==> config.mk <==
export PLATFORM = sky130hd
export DESIGN_NAME = pipe_ctrl
export DESIGN_NICKNAME = d
export VERILOG_FILES = /design/src/rtl/pipe_ctrl.sv
export SDC_FILE = /design/constraint.sdc
export NUM_CORES = 1
export LEC_CHECK = 0
export CORE_MARGIN = 1.5
export CORE_UTILIZATION = 51
export CTS_CLUSTER_SIZE = 16
export DETAILED_ROUTE_END_ITERATION = 12
export GPL_ROUTABILITY_DRIVEN = 0
export PLACE_DENSITY = 0.83
export SYNTH_ARGS = -nofsm -noshare
export SYNTH_HDL_FRONTEND = slang
export SYNTH_SLANG_ARGS = --single-unit
export TNS_END_PERCENT = 10
==> constraint.sdc <==
create_clock -name clk -period 5 [get_ports clk]
set_clock_uncertainty 0.1 [all_clocks]
set_input_delay 1 -clock clk [delete_from_list [all_inputs] [get_ports clk]]
set_output_delay 1 -clock clk [all_outputs]
set_load 0.01 [all_outputs]
==> src/rtl/pipe_ctrl.sv <==
// Pipeline hazard controller: per-stage stall vector, one-cycle flush/redirect,
// saturating stall-cycle counter and a sticky stall watchdog.
module pipe_ctrl #(
  parameter int unsigned WDOG_LIMIT = 255,
  parameter int unsigned CNT_W      = 32
) (
  input  logic             clk,
  input  logic             rst,
  input  logic             stallreq_id,
  input  logic             stallreq_ex,
  input  logic             stallreq_mem,
  input  logic             flush_req,
  input  logic [31:0]      flush_pc,
  output logic [5:0]       stall,
  output logic             flush,
  output logic [31:0]      new_pc,
  output logic [CNT_W-1:0] stall_cycles,
  output logic             timeout
);

  typedef enum logic [1:0] {
    RUN,
    STALL,
    FLUSH
  } state_t;

  localparam logic [15:0] WDOG_MAX = 16'(WDOG_LIMIT);

  state_t      state;
  logic [15:0] wdog;
  logic        stall_any;
  logic        any_req;

  assign any_req   = stallreq_id | stallreq_ex | stallreq_mem;
  assign stall_any = |stall;

  // A deeper stage stalling must also freeze every stage in front of it.
  always_comb begin
    stall = 6'b000000;
    if (state != FLUSH) begin
      if (stallreq_mem)     stall = 6'b011111;
      else if (stallreq_ex) stall = 6'b001111;
      else if (stallreq_id) stall = 6'b000111;
    end
  end

  // NOTE: every register here uses <= so all updates see the pre-edge values;
  // the reset branch clears everything so an aborted flush or stall leaves no trace.
  always_ff @(posedge clk or negedge rst) begin
    if (!rst) begin
      state        <= RUN;
      flush        <= 1'b0;
      new_pc       <= 32'h0;
      stall_cycles <= '0;
      wdog         <= 16'h0;
      timeout      <= 1'b0;
    end else begin
      if (flush_req) begin
        state  <= FLUSH;
        flush  <= 1'b1;
        new_pc <= flush_pc;
      end else begin
        state <= any_req ? STALL : RUN;
        flush <= 1'b0;
      end

      if (stall_any) begin
        if (stall_cycles != '1) stall_cycles <= stall_cycles + CNT_W'(1);
        if (wdog != WDOG_MAX)   wdog <= wdog + 16'd1;
        if (wdog >= WDOG_MAX - 16'd1) timeout <= 1'b1;
      end else begin
        wdog <= 16'h0;
      end
    end
  end

endmodule

* After elaboration in Yosys (flattened, before gate mapping)
Cells that the tools add are included.
** Storage, ports and cells
- Register bits after elaboration :: 84
- Input port bits :: 38
- Output and inout bits :: 72
- Logic and storage cells :: 27
** Operators by class
- Add/sub/neg operators :: 2
- Order comparisons :: 1
- Equality and inequality tests :: 4
- Muxes and demuxes :: 9
- Bitwise operators :: 2
- Reductions and logical operators :: 3
** Operators by type and width (number)
- 32-bit by 1-bit adder with 32-bit output (second input constant) :: 1
- 16-bit two-way mux :: 2
- 32-bit inequality test (second input constant) :: 1
- 16-bit by 1-bit adder with 16-bit output (second input constant) :: 1
- 16-bit by 8-bit greater-or-equal comparator with 1-bit output (second input constant) :: 1
- 16-bit by 8-bit inequality test with 1-bit output (second input constant) :: 1
- 6-bit two-way mux :: 1
- 6-bit OR reduction :: 1
- 5-bit two-way mux :: 1
- 4-bit two-way mux :: 1
- 2-bit AND reduction :: 2
- 3-bit two-way mux :: 1
- 1-bit two-way mux :: 2
- 2-bit two-way mux :: 1
- 2-bit by 1-bit inequality test with 1-bit output (second input constant) :: 1
- 2-bit inequality test (second input constant) :: 1
- 1-bit OR :: 2

* Longest topological paths before layout
- Depth in word-level cells :: 6
- Gate-level depth with buffers :: 7
- Mapped depth without buffers :: 6

* Least setup slack after synthesis
No wires, ideal clock.
- Kind :: input to output
- Start point :: input port stallreq_id
- End point :: output port stall[1]
- Data arrival time :: 1834 ps
- Data required time :: 3900 ps
- Slack :: 2066 ps
- Stages on the path :: 4
- Buffers on the path :: 1
- Cells stage by stage :: or3_1 > nand2_2 > inv_2 > buf_4
** Between the ends
- Longest elaborated chain between the ends :: 4
** Ends and longest elaborated chain
- start, declared :: line 9 : input logic stallreq_id,
- 3-bit two-way mux :: line 43 : else if (stallreq_id) stall = 6'b000111;
- 4-bit two-way mux :: line 42 : else if (stallreq_ex) stall = 6'b001111;
- 5-bit two-way mux :: line 41 : if (stallreq_mem) stall = 6'b011111;
- 6-bit two-way mux :: line 40 : if (state != FLUSH) begin
- end, declared :: line 14 : output logic [5:0] stall,
Every way passes these cells.

* Final worst setup path
- Start point :: input port stallreq_id
- End point :: output port stall[0]
Same word-level chain as after synthesis.

==> impl_metrics.yaml <==
timing:
  final-max-slew-violation-count: 0
  fin_tns_setup_ns: 0
  setup_violations: 0
  hold_violations: 0
  setup_ws_ns: 0.982
  fmax_ghz: 0.249
  slew-limit-headroom: 0.315
  rsz0062_at_grt: "false"
  fin_crit_sh: 0.804
  worst_hold_slack_ns: 0.370
  min_period_ns: 4.02
  worst_pin_slew_ns: 1.03
global_route:
  grt_pass1_vias: 2847
  grt_max_degree: 84
  grt_usage: 0.222
  grt_antenna_before_repair: 0
  grt_pass1_wl_um: 13100
  grt-ovfl-total: 0
pwr:
  seqPwrFrac: 0.511
  p_leak_nw: 2.06
  vdd_drop_max_uv: 190
  sw_frac_of_total: 0.275
  cellPowerDensity_mw_per_mm2: 308
  pwr-share-clk: 0.291
  p_int_mw: 1.12
  p_switching_uw: 426
  pwr-share-comb: 0.198
  p_total_mw: 1.55
placement:
  io_buffers: 108
  hpwl_um: 5850
  dp_slack_ns: 0.967
synthesis:
  synth_seq_cells: 83
  ys_types: 37
  yosys_warnings: 0
  synth.area.top_cells: "dfrtp_1, mux2_2, xnor2_1"
  avgSynthCellArea_um2: 11.9
  synth_cells: 312
  netlist_top_cells_count: "dfrtp_1, xnor2_1, mux2_2, nor2_1, nand3_1"
  ys_seq_area_frac: 0.560
  post-synth-top-count-cell: "dfrtp_1"
  synth_top_area_share: 0.560
  async_reset_ff_frac: 1.00
  synthesis.nets: 353
  synth_edf_count: 0
  syn-cell-area_mm2: 0.00371
  yosysTopAreaCell: "dfrtp_1"
  synthFlopType: "dfrtp_1"
critical_path:
  crit_chain: "clkdlybuf4s50_1 > or3_1 > nand2_2 > inv_2 > clkdlybuf4s50_1"
  path_max_fanout: 17
  crit_top_cell: "clkdlybuf4s50_1"
  cp.required_ns: 3.90
  slowest_delay_ns: 0.52
  worst_setup_path_end_kind: "output pin"
  cp-start-kind: "primary input"
  worstSetupPathType: "in -> out"
  worst-path-buf-inv: 3
  arrival_ns: 2.92
  cp_slowest_cell: "clkdlybuf4s50_1"
  cp_top_family: "buffers and inverters"
clock_tree:
  htree_levels: 3
  numCtsBuffers: 9
  cts-root-buf: "clkbuf_8"
  clk_latency_ns: 0.34
  clockBufferDepth: 2
  clock_sinks: 83
  ctsHoldBuffers: 0
  ctsResizeCount: 0
  postCtsSetupRepairBufs: 0
  path_clk_slew_ns: 0.08
  cts_tree: "yes"
layout:
  final_layout_size_suffix_gt1_frac: 0.134
  fin_util: 0.729
  num_antenna_cells: 0
  syn_to_final_growth_pct: 35.8
  fin_nets: 462
route:
  drt_iter0_drc: 165
  firstDrtPassIters: 4
  wl_per_cell_um: 15.6
  drtAntennaViolNets: 0
  wirelength_um: 8130
  drcViolationCount: 0
  vias: 2797
  viasPerCell: 5.36
flow_run:
  maxCapViolations: 0
floorplanning:
  top_level_ports: 110
  core_mm2: 0.00691
  die_height_um: 88.3
  initial_core_util: 0.537
  die_x_um: 88.3
  rows: 30
  die-area_mm2: 0.00780
outcome:
  status: "complete, no violations"
min_path:
  hp-class: "reg -> reg"
## per-layer routing
metal	GRT usage	wire (um)	up-vias
met5	0	0	-
met4	0.0639	84	0
met3	0.111	901	6
met2	0.344	3800	116
met1	0.278	3340	1364
li1	-	-	1311
## cells by family after synthesis
group / count (synthesis) / synth area share
AND/OR/NAND/NOR: 122 / 0.184
flip-flops: 83 / 0.560
XOR/XNOR: 44 / 0.104
multiplexers: 33 / 0.100
buffers and inverters: 17 / 0.0243
AO/OA/AOI/OAI: 9 / 0.0165
adder cells (fa/ha/maj): 3 / 0.0101
other: 1 / 0.00101
## worst paths after layout
kind                                  startpoint         endpoint  slack, ns  cells past startpoint
worst min register to register           timeout          timeout       0.37                      1
worst max register to register  stall_cycles[25]  stall_cycles[1]       2.31                      5
min in group asynchronous                    rst       new_pc[25]       0.72                      1
worst max-delay path                 stallreq_id         stall[0]       0.98                      5
worst min-delay path                     timeout          timeout       0.37                      1
max in group asynchronous                    rst        new_pc[3]       3.40                      1
## layout by cell type (no fill, tap or decap), types with 5 or more instances in the layout
cell	count
clkdlybuf4s50_1	107
dfrtp_1	83
xnor2_1	35
mux2_2	33
nor2_1	24
nand3_1	20
nand4_1	18
nand2_1	12
clkbuf_8	11
xor2_1	9
nor3_1	8
and3_1	8
and4_1	8
inv_1	5
## cell type report
class | instances | area [um^2]
sequential | 83 | 2080
tap | 96 | 120
fill | 497 | 1870
clock inverter | 5 | 37.5
clock buffer | 11 | 151
multi-input combinational | 212 | 1540
timing repair buffer | 109 | 1090
inverter | 6 | 22.5
## flip-flops by register name, indices dropped and copies added, names as in the netlist
signal	cells
flush	1
new_pc	32
stall_cycles	32
state	1
timeout	1
wdog	16
## stage by stage
| step | std cells | area [um^2] |
|---|---|---|
| 2_1_floorplan | 312 | 3710 |
| 3_3_place_gp | 506 | 4850 |
| 3_5_place_dp | 506 | 4850 |
| 4_1_cts | 522 | 5040 |
| 5_1_grt | 522 | 5040 |
| 6_report | 522 | 5040 |
## power by group through the flow
stage,Clock (mW),Combinational (mW),Sequential (mW)
after detailed placement,0,0.310,0.803
after floorplan,0,0.106,0.818
after global routing,0.494,0.334,0.801
after global placement,0,0.303,0.798
after CTS,0.460,0.313,0.791
final,0.451,0.307,0.791
(Power assumes the default switching activity.)
